==> src/rtl/aidc_arb_pkg.sv <==
// Shared types and helpers for the AIDC packet arbiters.
package aidc_arb_pkg;

  typedef enum logic {
    ARB_IDLE = 1'b0,
    ARB_LOCK = 1'b1
  } arb_state_t;

  // Round-robin successor of ptr in a ring of n entries.
  function automatic int unsigned rr_next(input int unsigned ptr, input int unsigned n);
    return (ptr + 32'd1 >= n) ? 32'd0 : ptr + 32'd1;
  endfunction

endpackage

==> src/rtl/aidc_rr_pick.sv <==
// Combinational rotating-priority picker: first asserted req at or after ptr, wrapping.
module aidc_rr_pick #(
  parameter int unsigned NUM_REQ = 4
) (
  input  logic [NUM_REQ-1:0]         req,
  input  logic [$clog2(NUM_REQ)-1:0] ptr,
  output logic [$clog2(NUM_REQ)-1:0] gnt_idx,
  output logic                       any_req
);

  localparam int unsigned IDX_W = $clog2(NUM_REQ);

  always_comb begin
    int unsigned idx;
    gnt_idx = '0;
    any_req = 1'b0;
    idx     = 32'd0;
    for (int unsigned i = 0; i < NUM_REQ; i++) begin
      idx = 32'(ptr) + i;
      if (idx >= NUM_REQ) idx = idx - NUM_REQ;
      if (!any_req && req[IDX_W'(idx)]) begin
        any_req = 1'b1;
        gnt_idx = IDX_W'(idx);
      end
    end
  end

endmodule

==> src/rtl/aidc_pkt_arbiter.sv <==
// Packet-level round-robin arbiter feeding the AIDC compressor; grant locked for a whole packet.
module aidc_pkt_arbiter
  import aidc_arb_pkg::*;
#(
  parameter int unsigned NUM_REQ = 4,
  parameter int unsigned DATA_W  = 64,
  parameter int unsigned BEAT_W  = 8
) (
  input  logic                        clk,
  input  logic                        rst,
  input  logic [NUM_REQ-1:0]          valid_i,
  input  logic [NUM_REQ*DATA_W-1:0]   data_i,
  input  logic [NUM_REQ-1:0]          last_i,
  output logic [NUM_REQ-1:0]          ready_o,
  output logic                        valid_o,
  output logic [DATA_W-1:0]           data_o,
  output logic                        last_o,
  output logic                        sop_o,
  output logic [$clog2(NUM_REQ)-1:0]  src_id_o,
  output logic [BEAT_W-1:0]           beat_cnt_o,
  input  logic                        ready_i
);

  localparam int unsigned     IDX_W   = $clog2(NUM_REQ);
  localparam logic [BEAT_W-1:0] CNT_MAX = '1;

  arb_state_t        state_q, state_d;
  logic [IDX_W-1:0]  gnt, rr_ptr, pick_idx;
  logic              any_req, sop_r, xfer, gnt_last;
  logic [BEAT_W-1:0] cnt;

  aidc_rr_pick #(.NUM_REQ(NUM_REQ)) u_pick (
    .req     (valid_i),
    .ptr     (rr_ptr),
    .gnt_idx (pick_idx),
    .any_req (any_req)
  );

  assign gnt_last = last_i[gnt];
  assign xfer     = (state_q == ARB_LOCK) && valid_i[gnt] && ready_i;

  always_ff @(posedge clk) begin
    if (rst) state_q <= ARB_IDLE;
    else     state_q <= state_d;
  end

  always_comb begin
    state_d = state_q;
    case (state_q)
      ARB_IDLE: if (any_req) state_d = ARB_LOCK;
      ARB_LOCK: if (xfer && gnt_last) state_d = ARB_IDLE;
      default:  state_d = ARB_IDLE;
    endcase
  end

  // Zero-latency pass-through from the locked requester.
  always_comb begin
    valid_o = 1'b0;
    data_o  = '0;
    last_o  = 1'b0;
    ready_o = '0;
    if (state_q == ARB_LOCK) begin
      valid_o      = valid_i[gnt];
      data_o       = data_i[32'(gnt)*DATA_W +: DATA_W];
      last_o       = gnt_last;
      ready_o[gnt] = ready_i;
    end
  end

  assign sop_o      = sop_r & valid_o;
  assign beat_cnt_o = cnt;
  assign src_id_o   = gnt;

  // Grant, round-robin pointer and per-packet beat tracking.
  always_ff @(posedge clk) begin
    if (rst) begin
      gnt    <= '0;
      rr_ptr <= '0;
      sop_r  <= 1'b1;
      cnt    <= '0;
    end else if (state_q == ARB_IDLE) begin
      if (any_req) begin
        gnt   <= pick_idx;
        sop_r <= 1'b1;
        cnt   <= '0;
      end
    end else if (xfer) begin
      if (gnt_last) begin
        rr_ptr <= IDX_W'(rr_next(32'(gnt), NUM_REQ));
        sop_r  <= 1'b1;
        cnt    <= '0;
      end else begin
        sop_r <= 1'b0;
        if (cnt != CNT_MAX) cnt <= cnt + 1'b1;
      end
    end
  end

endmodule
==> config.mk <==
export PLATFORM = sky130hd
export DESIGN_NAME = aidc_pkt_arbiter
export DESIGN_NICKNAME = d
export VERILOG_FILES = /design/src/rtl/aidc_arb_pkg.sv /design/src/rtl/aidc_rr_pick.sv /design/src/rtl/aidc_pkt_arbiter.sv
export SDC_FILE = /design/constraint.sdc
export NUM_CORES = 1
export LEC_CHECK = 0
export BUFFER_PORTS_ARGS = -buffer_cell sky130_fd_sc_hd__buf_4
export CORE_AREA = 4 4 132 134
export CTS_CLUSTER_DIAMETER = 200
export DETAILED_ROUTE_END_ITERATION = 6
export DIE_AREA = 0 0 136 138
export PLACE_DENSITY_LB_ADDON = 0.1
export SLEW_MARGIN = 20
export SYNTH_ARGS = -nofsm -noshare
export SYNTH_HDL_FRONTEND = slang
export SYNTH_SLANG_ARGS = --single-unit
==> constraint.sdc <==
create_clock -name clk -period 5.5 [get_ports clk]
set_clock_uncertainty 0.2 [all_clocks]
set_input_delay 0.275 -clock clk [delete_from_list [all_inputs] [get_ports clk]]
set_output_delay 0.275 -clock clk [all_outputs]
set_load 0.01 [all_outputs]
==> metrics.md <==
| Metric | Value |
|---|---|
| Status | `complete, no violations` |
| Hold Crit Depth | `2` |
| Mapped Nets | `531` |
| Pre-CTS WS | `2410 ps` |
| Drt drc | `0` |
| Number of global-route vias before repair | `3832` |
| Power per cell area | `116 mW/mm²` |
| FMAX | `316 MHz` |
| Largest delay share family, worst path | `buffers and inverters` |
| Hold Path Class | `in -> reg` |
| CTS tree | `built` |
| Most frequent CP cell | `buf_4` |
| Final period util | `57.4%` |
| Fin. max-slew vios | `0` |
| Vias per std cell | `between 4 and 5` |
| Layout cells sized above 1 | `72.6%` |
| Clock Path Buffers | `2` |
| RSZ-0062 raised after global routing | `false` |
| Max incr delay on CP | `800 ps` |
| Worst setup SP type | `flop` |
| Reg2reg setup slack | `approximately 2500 ps` |
| FILL cells | `~1700` |
| Total GRT Usage | `15.8%` |
| Post-route setup TNS | `0 ps` |
| Hold buffers post-CTS | `0` |
| Die height | `approximately 140 µm` |
| Antenna Nets Post-Route | `0` |
| Vias post-DR | `3587` |
| Area of the multi-input gates | `0.00239 mm²` |
| CORE AREA | `0.0163 mm²` |
| Hpwl dp | `roughly 14000 µm` |
| Largest net degree at the start of global routing | `between 70 and 80` |
| Fin Hold WS | `81.3 ps` |
| Max_slew headroom | `29.9%` |
| Netlist Area Pre-Place | `0.00281 mm²` |
| H-tree Lvls | `1` |
| Total die area | `0.0188 mm²` |
| Die X | `136 µm` |
| Syn-to-layout area delta | `102%` |
| CP Max Fanout | `47` |
| Total iterations of the first detailed-routing run | `5` |
| Worst slew pin tran | `1050 ps` |
| Clock-pin slew on the worst setup and hold paths | `50 ps` |
| Critical Path AT | `roughly 2700 ps` |
| Final WS setup | `2340 ps` |
| Max VDD drop | `between 0.1 and 0.15 mV` |
| Storage element area | `289 µm²` |
| Reg2reg start | `src_id_o[1]$_SDFFE_PP0P_` |
| Detailed-route wire length per cell | `19.9 µm` |
| Max_cap viols | `0` |
| TritonCTS Buffers | `3` |
| I/O Buffers | `347` |
| Worst reg2reg endpoint | `beat_cnt_o[3]$_SDFFE_PP0P_` |
| Post-Synthesis Cells | `approximately 260` |
| Antenna violations before repair | `0` |
| Final nets | `858` |
| Async S/R FF share, synth | `0%` |
| Final setup violation count | `0` |
| Minimum clock period after layout | `3160 ps` |
| Post-Syn Area per Cell | `10.9 µm²` |
| Leakage power | `2.58 nW` |
| GPL Wtd Cong | `0.851` |
| Root buffer cell | `clkbuf_16` |
| Crit. End Element | `output pin` |
| Post-synth cell types | `32` |
| Final Hold Violating Endpoints | `0` |
| ANT cells | `0` |
| Row count | `47` |
| Cts repair resizes | `0` |
| Clk sink count | `14` |
| Clock Latency Late Sink | `240 ps` |
| Commonest non-fill, non-tap cell in the layout | `buf_4` |
| Top Ports | `348` |
| Yosys reg bits | `14` |
| Grt ovf | `0` |
| Reg2reg path depth | `5` |
| Required @ worst endpoint | `5030 ps` |
| Buf/Inv on CP | `2` |
| WHS Endpoint | `src_id_o[1]$_SDFFE_PP0P_` |
| Number of DRC markers in iteration 0 | `112` |
| First-pass GRT wire length | `between 20000 and 25000 µm` |
| # Post-CTS Setup Buffers | `0` |
| Post-synth EDFFs | `0` |
| Initial Util | `17.3%` |
| Slowest-stage cell, CP | `buf_4` |
| Yosys warning count | `0` |
| HP Start | `rst` |
| Top_reg_cell synth | `dfxtp_1` |
| CP cell instances | `buf_4 -> mux4_2 -> and2_1 -> buf_4` |
| Drt total wl | `16000 µm` |
| Critical path type | `reg -> out` |
| Sequential area share after synthesis | `9.97%` |
| Commonest non-fill, non-tap cells in the layout | `349 x buf_4, 67 x and2_1, 66 x mux4_2, 12 x nand2_1, 11 x dfxtp_1` |
-- worst register-to-register path, cell delays in order, from the launching register on --
cell and delay [ps]:
dfxtp_4 970, mux4_2 510, or4_4 600, a211oi_4 400, o21ai_0 160, o31ai_1 100
-- where the power goes --
part	switching, mW	total (mW)	internal [mW]
sequential	0.0192	0.123	0.104
combinational	0.126	0.395	0.269
clock	0.0411	0.139	0.0979
total	0.186	0.657	0.470
-- cell type report --
type,count,area share (%)
tap,220,4.84
sequential,14,5.09
timing repair buffer,349,46.1
inverter,7,0.462
multi-input combinational,211,42.1
clock buffer,4,1.39
-- how the worst max path moves through the flow --
stage / start / endpoint / slack (ps) / cells past startpoint
2_1_floorplan: src_id_o[0]$_SDFFE_PP0P_ / data_o[26] / 2950 / 5
3_5_place_dp: src_id_o[1]$_SDFFE_PP0P_ / beat_cnt_o[3]$_SDFFE_PP0P_ / 2410 / 5
4_1_cts: src_id_o[0]$_SDFFE_PP0P_ / data_o[1] / 2270 / 4
5_1_grt: src_id_o[0]$_SDFFE_PP0P_ / data_o[32] / 2090 / 4
6_report: src_id_o[0]$_SDFFE_PP0P_ / data_o[7] / 2340 / 4
3_3_place_gp: src_id_o[1]$_SDFFE_PP0P_ / beat_cnt_o[6]$_SDFFE_PP0P_ / 2470 / 5
-- cell families (layout without fill, tap and decap cells) --
| family | count (synthesis) | in the layout | share of synthesized area (%) |
|---|---|---|---|
| DFF | 14 | 14 | 9.97 |
| buffers and inverters | 34 | 360 | 4.94 |
| adders and majority gates | 5 | 5 | 2.23 |
| muxes | 67 | 67 | 53.2 |
| and+or+nand+nor | 111 | 111 | 22.7 |
| AOI/OAI and AO/OA | 28 | 28 | 6.94 |
-- synth_stat cells (2+ instances only) --
| master | n | share of area, % |
|---|---|---|
| a21oi_1 | 7 | 1.2 |
| and2_1 | 67 | 15 |
| and3_1 | 6 | 1.3 |
| buf_2 | 3 | 0.53 |
| clkbuf_1 | 22 | 2.9 |
| dfxtp_1 | 14 | 10 |
| ha_1 | 5 | 2.2 |
| inv_1 | 7 | 0.93 |
| mux4_2 | 66 | 53 |
| nand2_1 | 12 | 1.6 |
| nand3_1 | 6 | 1.1 |
| nor2_1 | 10 | 1.3 |
| nor2b_1 | 2 | 0.44 |
| o21ai_0 | 9 | 1.6 |
| o31ai_1 | 4 | 1.1 |
| or3_1 | 3 | 0.67 |
-- sequential cells by signal (all words and copies together), names as in the netlist --
name / cells
beat_cnt_o: 8
rr_ptr: 2
src_id_o: 2
sop_r: 1
state_q: 1
-- layer usage --
metal / vias up / wire [µm] / global-route usage [%]
met5: - / 0 / 0
met4: 0 / 179 / 1.96
met3: 10 / 1740 / 4.94
met2: 209 / 8380 / 29.4
met1: 1703 / 5720 / 17.9
li1: 1665 / - / -
-- per-stage QoR --
| stage | power (mW) | area, µm² | util, % | instances |
|---|---|---|---|---|
| floorplan | 0.284 | 2810 | - | 259 |
| global placement | 0.522 | 5600 | 34.4 | 801 |
| detailed placement | 0.526 | 5600 | 34.4 | 801 |
| CTS | 0.667 | 5680 | 34.9 | 805 |
| global route | 0.696 | 5680 | 34.9 | 805 |
| finish | 0.657 | 5680 | 34.9 | 805 |
No activity file was read; power rests on OpenSTA's default activity.
